## config.mk

```make
export PLATFORM = sky130hd
export DESIGN_NAME = mc_sequencer
export DESIGN_NICKNAME = d
export VERILOG_FILES = /design/src/rtl/mc_sequencer.sv
export SDC_FILE = /design/constraint.sdc
export NUM_CORES = 1
export LEC_CHECK = 0
export BUFFER_PORTS_ARGS = -buffer_cell sky130_fd_sc_hd__buf_4
export CORE_MARGIN = 5
export CORE_UTILIZATION = 45
export DETAILED_ROUTE_END_ITERATION = 8
export PLACE_DENSITY = 0.72
export RECOVER_POWER = 25
export SLEW_MARGIN = 20
export SYNTH_ARGS = -nofsm -noshare
export SYNTH_HDL_FRONTEND = slang
export SYNTH_SLANG_ARGS = --single-unit
```

## constraint.sdc

```tcl
create_clock -name clk -period 2.1 [get_ports clk]
set_input_delay 0.105 -clock clk [delete_from_list [all_inputs] [get_ports clk]]
set_output_delay 0.105 -clock clk [all_outputs]
set_load 0.01 [all_outputs]
```

## src/rtl/mc_sequencer.sv

```systemverilog
// Multi-cycle CPU control sequencer: steps FETCH/DECODE/EXEC/MEM/WB/HALT and
// emits the datapath and memory strobes plus a retired-instruction counter.
module mc_sequencer (
  input  logic        clk,
  input  logic        reset_cpu_n,
  input  logic        cpu_enable,
  input  logic [3:0]  opcode,
  input  logic [5:0]  func,
  input  logic        mem_ack,
  output logic        mem_req,
  output logic        mem_we,
  output logic        mem_sel,
  output logic        ir_write,
  output logic        pc_write,
  output logic        reg_write,
  output logic        wwd_strobe,
  output logic        halted,
  output logic [2:0]  state,
  output logic [15:0] num_inst
);

  typedef enum logic [2:0] {
    S_FETCH  = 3'd0,
    S_DECODE = 3'd1,
    S_EXEC   = 3'd2,
    S_MEM    = 3'd3,
    S_WB     = 3'd4,
    S_HALT   = 3'd5
  } state_t;

  state_t      state_q, state_d;
  logic [15:0] num_inst_q, num_inst_d;

  logic is_alu, is_lwd, is_swd, is_jmp, is_wwd, is_hlt;

  always_comb begin
    is_alu = (opcode == 4'd4) || (opcode == 4'd6) ||
             ((opcode == 4'd15) && (func == 6'd0));
    is_lwd = (opcode == 4'd7);
    is_swd = (opcode == 4'd8);
    is_jmp = (opcode == 4'd9);
    is_wwd = (opcode == 4'd15) && (func == 6'd28);
    is_hlt = (opcode == 4'd15) && (func == 6'd29);
  end

  // NOTE: flops use non-blocking assignments so every register samples the
  // pre-edge values of the others, independent of process ordering.
  always_ff @(posedge clk or negedge reset_cpu_n) begin
    if (!reset_cpu_n) begin
      state_q    <= S_FETCH;
      num_inst_q <= 16'd0;
    end else begin
      state_q    <= state_d;
      num_inst_q <= num_inst_d;
    end
  end

  // Next state. A frozen sequencer keeps its state, so any ack seen while
  // cpu_enable is low is simply dropped and the request is re-issued later.
  always_comb begin
    state_d = state_q;
    if (cpu_enable) begin
      unique case (state_q)
        S_FETCH:  if (mem_ack) state_d = S_DECODE;
        S_DECODE: state_d = S_EXEC;
        S_EXEC: begin
          if (is_alu)               state_d = S_WB;
          else if (is_lwd || is_swd) state_d = S_MEM;
          else if (is_hlt)          state_d = S_HALT;
          else                      state_d = S_FETCH;
        end
        S_MEM:    if (mem_ack) state_d = is_swd ? S_FETCH : S_WB;
        S_WB:     state_d = S_FETCH;
        S_HALT:   state_d = S_HALT;
        default:  state_d = S_FETCH;
      endcase
    end
  end

  // NOTE: every output gets a default before the case so no path through the
  // block leaves one unassigned, which would otherwise infer a latch.
  always_comb begin
    mem_req    = 1'b0;
    mem_we     = 1'b0;
    mem_sel    = 1'b0;
    ir_write   = 1'b0;
    pc_write   = 1'b0;
    reg_write  = 1'b0;
    wwd_strobe = 1'b0;
    // Reset gating lets an asserted reset kill an in-flight access at once.
    if (reset_cpu_n && cpu_enable) begin
      unique case (state_q)
        S_FETCH: begin
          mem_req  = 1'b1;
          ir_write = mem_ack;
        end
        S_EXEC: begin
          if (is_wwd) begin
            wwd_strobe = 1'b1;
            pc_write   = 1'b1;
          end else if (!(is_alu || is_lwd || is_swd || is_hlt)) begin
            pc_write = 1'b1;
          end
        end
        S_MEM: begin
          mem_req  = 1'b1;
          mem_sel  = 1'b1;
          mem_we   = is_swd;
          pc_write = mem_ack && is_swd;
        end
        S_WB: begin
          reg_write = 1'b1;
          pc_write  = 1'b1;
        end
        default: ;
      endcase
    end
  end

  always_comb begin
    num_inst_d = num_inst_q;
    if (pc_write || (cpu_enable && (state_q == S_EXEC) && is_hlt))
      num_inst_d = num_inst_q + 16'd1;
  end

  assign halted   = (state_q == S_HALT);
  assign state    = state_q;
  assign num_inst = num_inst_q;

endmodule

```

After elaboration in Yosys (flattened, before gate mapping)
Cells that the tools add are included.

Output and inout port bits: 27. Flip-flop bits (word level): 19. Logic and storage cells: 59. Input port bits: 14.

Equal/unequal tests: 14. $add $sub $neg: 1. Muxes and demuxes: 24. Reduce and logical (&&, ||, !) cells: 18.

Operators by type and width (number): 2-to-1 mux 3 bit (6); adder 16 x 1 -> 16 bit (second input constant) (1); 2-to-1 mux 1 bit (16); case mux 3 bit (5 select lines) (1); == test 4 x 3 -> 1 bit (second input constant) (3); == test 6 x 5 -> 1 bit (second input constant) (2); == test 4 bit (second input constant) (2); logical AND 1 bit (7); logical OR 1 bit (7); == test 3 x 2 -> 1 bit (second input constant) (2); == test 3 bit (second input constant) (2); logical NOT 6 bit (1); inequality test 2 bit (second input constant) (2); == test 3 x 1 -> 1 bit (second input constant) (1); logical NOT 3 bit (1); case mux 1 bit (3 select lines) (1); AND reduction 3 bit (1); OR reduction 2 bit (1).

Depth between registers and ports, before layout
Gate-level depths: netlist of run 1.

Depth after elaboration: 11. Mapped depth: 7. Mapped depth without buffers: 5.

Least setup slack after synthesis of run 1
OpenSTA, ideal clock, no wires.

Path type: reg-to-reg. Start point: reg state_q[1], in the netlist state[1]. End point: reg num_inst_q[1], in the netlist num_inst[1]. Cell stages (with the launch flop): 7. Period minus slack after synthesis: 1982 ps. Path slack: 118 ps. Library setup time: 125 ps. Arrival time: 1857 ps. Path buffers: 1. Required time: 1975 ps. Path through: dfrtp_1 buf_4 or3b_1 o21ai_4 a31oi_4 or3b_4 mux2_4.

Cells in the longest elaborated chain, start to end: 4. Elaborated cells on any way between the ends: 8. Classes of those cells: eq/ne: 3; mux: 2; reduce/logical: 3.

Ends and longest elaborated chain: from (decl) (line 31) `state_t state_q, state_d;`; from (signal assigned) (line 53) `state_q <= state_d;`; == test 3 bit (tied with other cells) (line 92) `unique case (state_q)`; case mux 1 bit (3 select lines) / logical AND 1 bit (equally long branches) (line 92, 122); 2-to-1 mux 1 bit / logical AND 1 bit (equally long branches) (line 91, 122); logical OR 1 bit (*) (line 122) `if (pc_write || (cpu_enable && (state_q == S_EXEC) && is_hlt))`; to (signal assigned) (line 54) `num_inst_q <= num_inst_d;`; to (decl) (line 32) `logic [15:0] num_inst_q, num_inst_d;`.

Mark *: on every way between the ends. The rest lies on a longest branch, timed or not. A chain may end at the register's enable or synchronous reset.

Worst setup path in the final report of run 1
Start point: reg state_q[0], in the netlist state[0]. End point: reg state_q[0], in the netlist state[0].

Cells in the longest elaborated chain, start to end: 3. Elaborated cells on any way between the ends: 9. Classes of those cells: eq/ne: 6; mux: 1; reduce/logical: 2.

Ends and longest elaborated chain: == test 3 x 2 -> 1 bit / logical NOT 3 bit (equally long branches) (line 63) `unique case (state_q)`; inequality test 2 bit (no source line); AND reduction 3 bit (no source line).

Several ways; a longest one is shown, not always the timed one.

==> results.sh, run 1 <==
export IMPL_outcome="complete, no violations"
export IMPL_die_x_um=63.4
export IMPL_synthTopCellsByArea="dfrtp_1, xor2_1, nor4_1, and3_1, nand3_1"
export IMPL_maxSlewViolCount=0
export IMPL_cts_setup_buffers=0
export IMPL_period_needed_ns=1.97
export IMPL_design_area_um2=1660
export IMPL_hold_depth=3
export IMPL_power_density_nw_per_um2=781
export IMPL_cp_start_kind="flip-flop"
export IMPL_synth_avg_cell_area_um2=9.59
export IMPL_ant_nets=0
export IMPL_ir_worst_vdd_v=0.000621
export IMPL_die_h_um=63.4
export IMPL_timing_rr_start="state[0]"
export IMPL_htree_levels=1
export IMPL_netlist_instances=134
export IMPL_synth_async_reset_ratio_pct=100
export IMPL_drt_iter0_markers=82
export IMPL_ys_ff_latch=19
export IMPL_min_path_type="primary input to flip-flop"
export IMPL_cts_tree="built"
export IMPL_rows=19
export IMPL_clock_sinks=19
export IMPL_clkTransAtPathRegs_ns=0.10
export IMPL_port_buffers=40
export IMPL_synth_top_area_share_pct=37.0
export IMPL_drc_errors=0
export IMPL_synth_edff_count=0
export IMPL_tightest_slew_ns=0.544
export IMPL_min_from="cpu_enable"
export IMPL_synth_ff_type="dfrtp_1"
export IMPL_clock_latency_ns=0.29
export IMPL_crit_family="compound AO/OA/AOI/OAI gates"
export IMPL_cap_viol_max_count=0
export IMPL_cp_data_required_time_ns=2.29
export IMPL_finalCritPeriodShare_pct=93.7
export IMPL_place_congestion=0.814
export IMPL_syn_nets=149
export IMPL_holdPathEnd="state[1]"
export IMPL_drive_above_1_share_pct=36.2
export IMPL_grt_overflow=0
export IMPL_root_buffer="clkbuf_4"
export IMPL_crit_chain="buf_4 > nor2b_1 > o41ai_1 > or3_1 > nor2_1 > a211o_1"
export IMPL_finalClockSkew_ns=0.00269
export IMPL_nets=193
export IMPL_first_pass_iters=4
export IMPL_grt_pass1_vias=1254
export IMPL_setup_viol=0
export IMPL_maxSlewHeadroom_pct=63.3
export IMPL_rsz0062_at_grt="false"
export IMPL_coreArea_um2=2760
export IMPL_viasPerCell=5.82
export IMPL_leakage_nw=0.812
export IMPL_hold_viol=0
export IMPL_critPathKind="flip-flop to flip-flop"
export IMPL_post_drt_wl_per_cell_um=14.7
export IMPL_track_usage_pct=15.9
export IMPL_r2r_end="state[0]"
export IMPL_yosysWarnings=0
export IMPL_dieArea_um2=4020
export IMPL_numCtsBuffers=3
export IMPL_clk_path_buf_depth=2
export IMPL_r2r_slack_ns=0.13
export IMPL_final_util_pct=60.3
export IMPL_cp_slowest_cell="o41ai_1"
export IMPL_vias=1210
export IMPL_cpPeakStageDelay_ns=0.54
export IMPL_antenna_cells=0
export IMPL_synth_seq_area_share_pct=37.0
export IMPL_placed_area_um2=1620
export IMPL_path_max_fanout=8
export IMPL_ios=41
export IMPL_endpoint_kind="flip-flop"
export IMPL_grt_max_degree=22
export IMPL_antenna_found_initial=0
export IMPL_routed_wl_um=3060
export IMPL_fmax_mhz=508
export IMPL_place_hpwl_um=2360
export IMPL_start_util_pct=46.6
export IMPL_reg2reg_depth=6
export IMPL_critPathBufInv=1
export IMPL_final_setup_tns_ns=0
export IMPL_area_delta_synth_final_pct=29.5
export IMPL_syn_cell_area_um2=1280
export IMPL_grt_pass1_wl_um=5380
export IMPL_cp_arrival_ns=2.15
export IMPL_yosysTopAreaCell="dfrtp_1"
export IMPL_yosys_cell_types_count=46
[worst max path at each step]
stage | depth (start not counted) | from | slack (ns) | endpoint
2_1_floorplan | 6 | state[1] | 0.12 | num_inst[1]
3_3_place_gp | 6 | opcode[0] | 0.20 | num_inst[1]
3_5_place_dp | 7 | opcode[0] | 0.15 | num_inst[12]
4_1_cts | 6 | state[0] | 0.14 | state[0]
5_1_grt | 6 | state[1] | 0.03 | num_inst[3]
6_report | 6 | state[0] | 0.13 | state[0]
[placed cells by master (no fill, tap or decap), types with 4 or more instances in the layout]
cell type,instances
nor4_1,8
dfrtp_1,19
and3_1,7
nand3_1,8
buf_4,45
nor2_1,8
nor4_2,4
xor2_1,13
nand2_1,9
o21ai_0,4
[stage by stage]
step                      std cells  setup slack, ns  power (mW)  hold WS [ns]
after floorplan                 134            0.118       0.886        -0.191
after global placement          203            0.200        1.10      -0.00418
after detailed placement        203            0.155        1.11       0.00477
after CTS                       208            0.140        1.31         0.157
after global routing            208           0.0349        1.40         0.157
final                           208            0.132        1.30         0.174
[layer usage]
metal,share of wire [%],global-route usage (%)
met1,42,19.1
met3,5.1,2.66
met2,51,27.7
met4,2.3,6.49
met5,0,0
[worst min-delay path, stage by stage]
cell	delay (ns)
buf_4	0.18
nand3b_1	0.10
nand2_1	0.05
[kinds of logic (layout without fill, tap and decap cells)]
group,count (synthesis),after routing,synth area share [%]
adders and majority gates,1,1,0.974
and+or+nand+nor,72,72,35.8
xor gates and xnor gates,15,15,10.2
DFF,19,19,37.0
buffers and inverters,8,51,3.50
AOI/OAI and AO/OA,18,18,11.3
muxes,1,1,1.17
[timing repair]
action,4_1_cts,5_1_grt
hold endpoints to repair,19,0
resized for setup,0,1
setup endpoints to repair,0,1
hold buffers,1,0
[layout make-up]
cell class / instances / area (um^2)
Clock buffer: 3 / 22.5
Clock inverter: 1 / 5.00
Fill cell: 249 / 1090
Inverter: 1 / 3.75
Multi-Input combinational cell: 107 / 771
Sequential cell: 19 / 475
Tap cell: 31 / 38.8
Timing Repair Buffer: 46 / 348
[cells in the mapped netlist (2+ instances only)]
cell type and count:
a21oi_1 3, and3_1 7, buf_4 2, clkbuf_1 4, dfrtp_1 19, nand2_1 9, nand2b_1 3, nand3_1 8
nand4_1 2, nand4b_1 2, nor2_1 8, nor2b_1 3, nor3b_1 2, nor4_1 9, nor4_2 3, nor4b_1 3
o211ai_1 2, o21ai_0 4, xnor2_1 2, xor2_1 13
[power breakdown]
group | switching, mW | internal, mW | total [mW]
Clock | 0.112 | 0.0708 | 0.183
Sequential | 0.0908 | 0.424 | 0.515
Combinational | 0.313 | 0.289 | 0.602
[state kept, by name (all words and copies together), names as in the netlist]
| signal | cells |
|---|---|
| num_inst | 16 |
| state | 3 |
No activity file was read; power rests on OpenSTA's default activity.
==> run 2: changes to the inputs <==
ABC_AREA = 1   (was not set)
PLACE_DENSITY = 0.71   (was 0.72)
==> results.sh, run 2 <==
export IMPL_outcome="complete, no violations"
export IMPL_synth_avg_cell_area_um2=7.44
export IMPL_yosysMostFrequentCell="nand2_1"
export IMPL_synth_ff_type="dfrtp_1"
export IMPL_maxSlewViolCount=0
export IMPL_area_delta_synth_final_pct=25.0
export IMPL_switchingPower_uw=564
export IMPL_rsz0062_at_grt="false"
export IMPL_coreArea_um2=3050
export IMPL_final_common_cell="nand2_1"
export IMPL_start_util_pct=47.3
export IMPL_reg2reg_depth=9
export IMPL_drive_above_1_share_pct=31.8
export IMPL_grt_overflow=0
export IMPL_vias=1372
export IMPL_tightest_slew_ns=0.391
export IMPL_dieArea_um2=4440
export IMPL_cp_data_required_time_ns=2.00
export IMPL_track_usage_pct=17.2
export IMPL_antenna_found_initial=0
export IMPL_cp_arrival_ns=1.73
export IMPL_synth_edff_count=0
export IMPL_drt_iter0_markers=63
export IMPL_die_h_um=66.6
export IMPL_die_x_um=66.6
export IMPL_final_setup_tns_ns=0
export IMPL_first_pass_iters=4
export IMPL_ys_top_cells_by_count="nand2_1, nand3_1, dfrtp_1"
export IMPL_ys_ff_latch=19
export IMPL_rows=20
export IMPL_synth_seq_area_share_pct=33.0
export IMPL_place_congestion=0.866
export IMPL_period_needed_ns=1.84
export IMPL_final_cells=280
export IMPL_drc_errors=0
export IMPL_netlist_instances=194
export IMPL_holdWs_ns=0.186
export IMPL_fmax_mhz=544
export IMPL_port_buffers=40
export IMPL_ant_nets=0
export IMPL_syn_nets=209
export IMPL_numCtsBuffers=3
export IMPL_clk_path_buf_depth=2
export IMPL_clkTransAtPathRegs_ns=0.13
export IMPL_largest_reg_flops=16
export IMPL_post_drt_wl_per_cell_um=12.0
export IMPL_viasPerCell=4.90
export IMPL_nets=252
export IMPL_place_hpwl_um=2590
export IMPL_finalCritPeriodShare_pct=87.6
export IMPL_ir_worst_vdd_v=0.000493
export IMPL_synth_async_reset_ratio_pct=100
export IMPL_routed_wl_um=3370
export IMPL_p_comb_share_pct=46.0
export IMPL_yosysWarnings=0
export IMPL_maxSlewHeadroom_pct=73.8
export IMPL_path_max_fanout=18
export IMPL_grt_pass1_wl_um=6030
export IMPL_synthTopCellsByArea="dfrtp_1, nand2_1, nand3_1, xor2_1, nand2_2"
export IMPL_cap_viol_max_count=0
export IMPL_r2r_end="num_inst[1]"
export IMPL_timing_rr_start="state[2]"
export IMPL_dp_cells=275
export IMPL_htree_levels=1
export IMPL_yosys_cell_types_count=30
export IMPL_clock_power_share_pct=15.3
export IMPL_grt_pass1_vias=1343
export IMPL_final_cell_mix="nand2_1, buf_4, nand3_1"
export IMPL_r2r_slack_ns=0.43
export IMPL_min_path_type="primary input to async pin"
export IMPL_startpoint="state[2]"
export IMPL_clock_sinks=19
export IMPL_p_seq_share_pct=38.7
export IMPL_root_buffer="clkbuf_4"
export IMPL_yosysTopAreaCell="dfrtp_1"
export IMPL_p_sw_share_pct=43.2
export IMPL_grt_max_degree=21
export IMPL_antenna_cells=0
export IMPL_cp_start_kind="flip-flop"
export IMPL_crit_end="pc_write"
export IMPL_p_int_uw=741
export IMPL_clock_latency_ns=0.31
export IMPL_leakage_nw=0.948
export IMPL_critPathKind="flip-flop to output pin"
export IMPL_power_density_nw_per_um2=724
export IMPL_syn_cell_area_um2=1440
export IMPL_finalClockSkew_ns=0.0124
export IMPL_cts_tree="built"
export IMPL_ios=41
export IMPL_endpoint_kind="output pin"
export IMPL_setup_viol=0
export IMPL_hold_viol=0
export IMPL_synth_top_area_share_pct=33.0
[run 2: changes by cell type in the layout (fill, tap and decap cells not counted), moves of 5 or more]
cell | before | now
nand2_1 | 9 | 51
nand3_1 | 8 | 26
inv_1 | 1 | 16
nand2_2 | 0 | 12
nor2_1 | 8 | 16
and3_1 | 7 | 0
buf_4 | 45 | 40
[run 2: cell families after synthesis]
logic type | Yosys count | share of synthesized area, %
flops | 19 | 33.0
compound gates | 8 | 3.99
fa+ha+maj | 1 | 0.867
simple gates | 128 | 45.5
mux | 1 | 0.694
buf+inv | 23 | 7.46
xor+xnor | 14 | 8.50
[run 2: stage by stage]
step                      util (%)  total power [mW]  setup WS [ns]  cell area [um^2]
after global routing          59.1              1.41          0.145              1800
after CTS                     59.1              1.31          0.252              1800
after floorplan                  -             0.906          0.631              1440
after detailed placement      57.8              1.11          0.451              1770
final                         59.1              1.31          0.260              1800
after global placement        57.8              1.10          0.521              1770
[run 2: repair_timing]
action	4_1_cts	5_1_grt
hold buffers	1	0
hold endpoints to repair	19	0
gates resized for setup	0	0
buffers inserted	0	0
[run 2: worst max-delay path: stages (launching register included)]
cell and delay [ns]:
dfrtp_1 0.43, inv_2 0.11, nand2_4 0.07, nor2_4 0.18, nand3_2 0.12, o21bai_4 0.14
nand2_4 0.16, inv_1 0.09, buf_4 0.12
[run 2: area by class of cell]
type	count	area, um^2
clock buffer	3	22.5
sequential	19	475
clock inverter	1	5.00
inverter	20	75.1
multi-input combinational	152	860
timing repair buffer	41	310
tap	44	55.1
fill	312	1250
[run 2: worst min-delay path by stage]
stage / from / to / slack [ns] / cells after the start
after floorplan: reset_cpu_n / num_inst[0] / -0.19 / 0
after global placement: reset_cpu_n / num_inst[11] / -0.002 / 1
after detailed placement: reset_cpu_n / num_inst[11] / -0.0008 / 1
after CTS: reset_cpu_n / num_inst[11] / 0.20 / 2
after global routing: reset_cpu_n / num_inst[12] / 0.21 / 2
final: reset_cpu_n / num_inst[12] / 0.19 / 2
[run 2: layer usage]
layer  track usage, %  share of wire (%)  vias up
li1                 -                  -      706
met1             23.9                 49      634
met2             27.7                 46       28
met3             2.70                3.6        4
met4             4.57               0.77        0
met5                0                  0        -
[run 2: power groups by stage]
stage,combinational (mW),clock [mW],sequential (mW)
finish,0.600,0.200,0.505
global route,0.673,0.219,0.522
CTS,0.607,0.202,0.504
detailed placement,0.603,0,0.511
global placement,0.595,0,0.509
floorplan,0.382,0,0.525
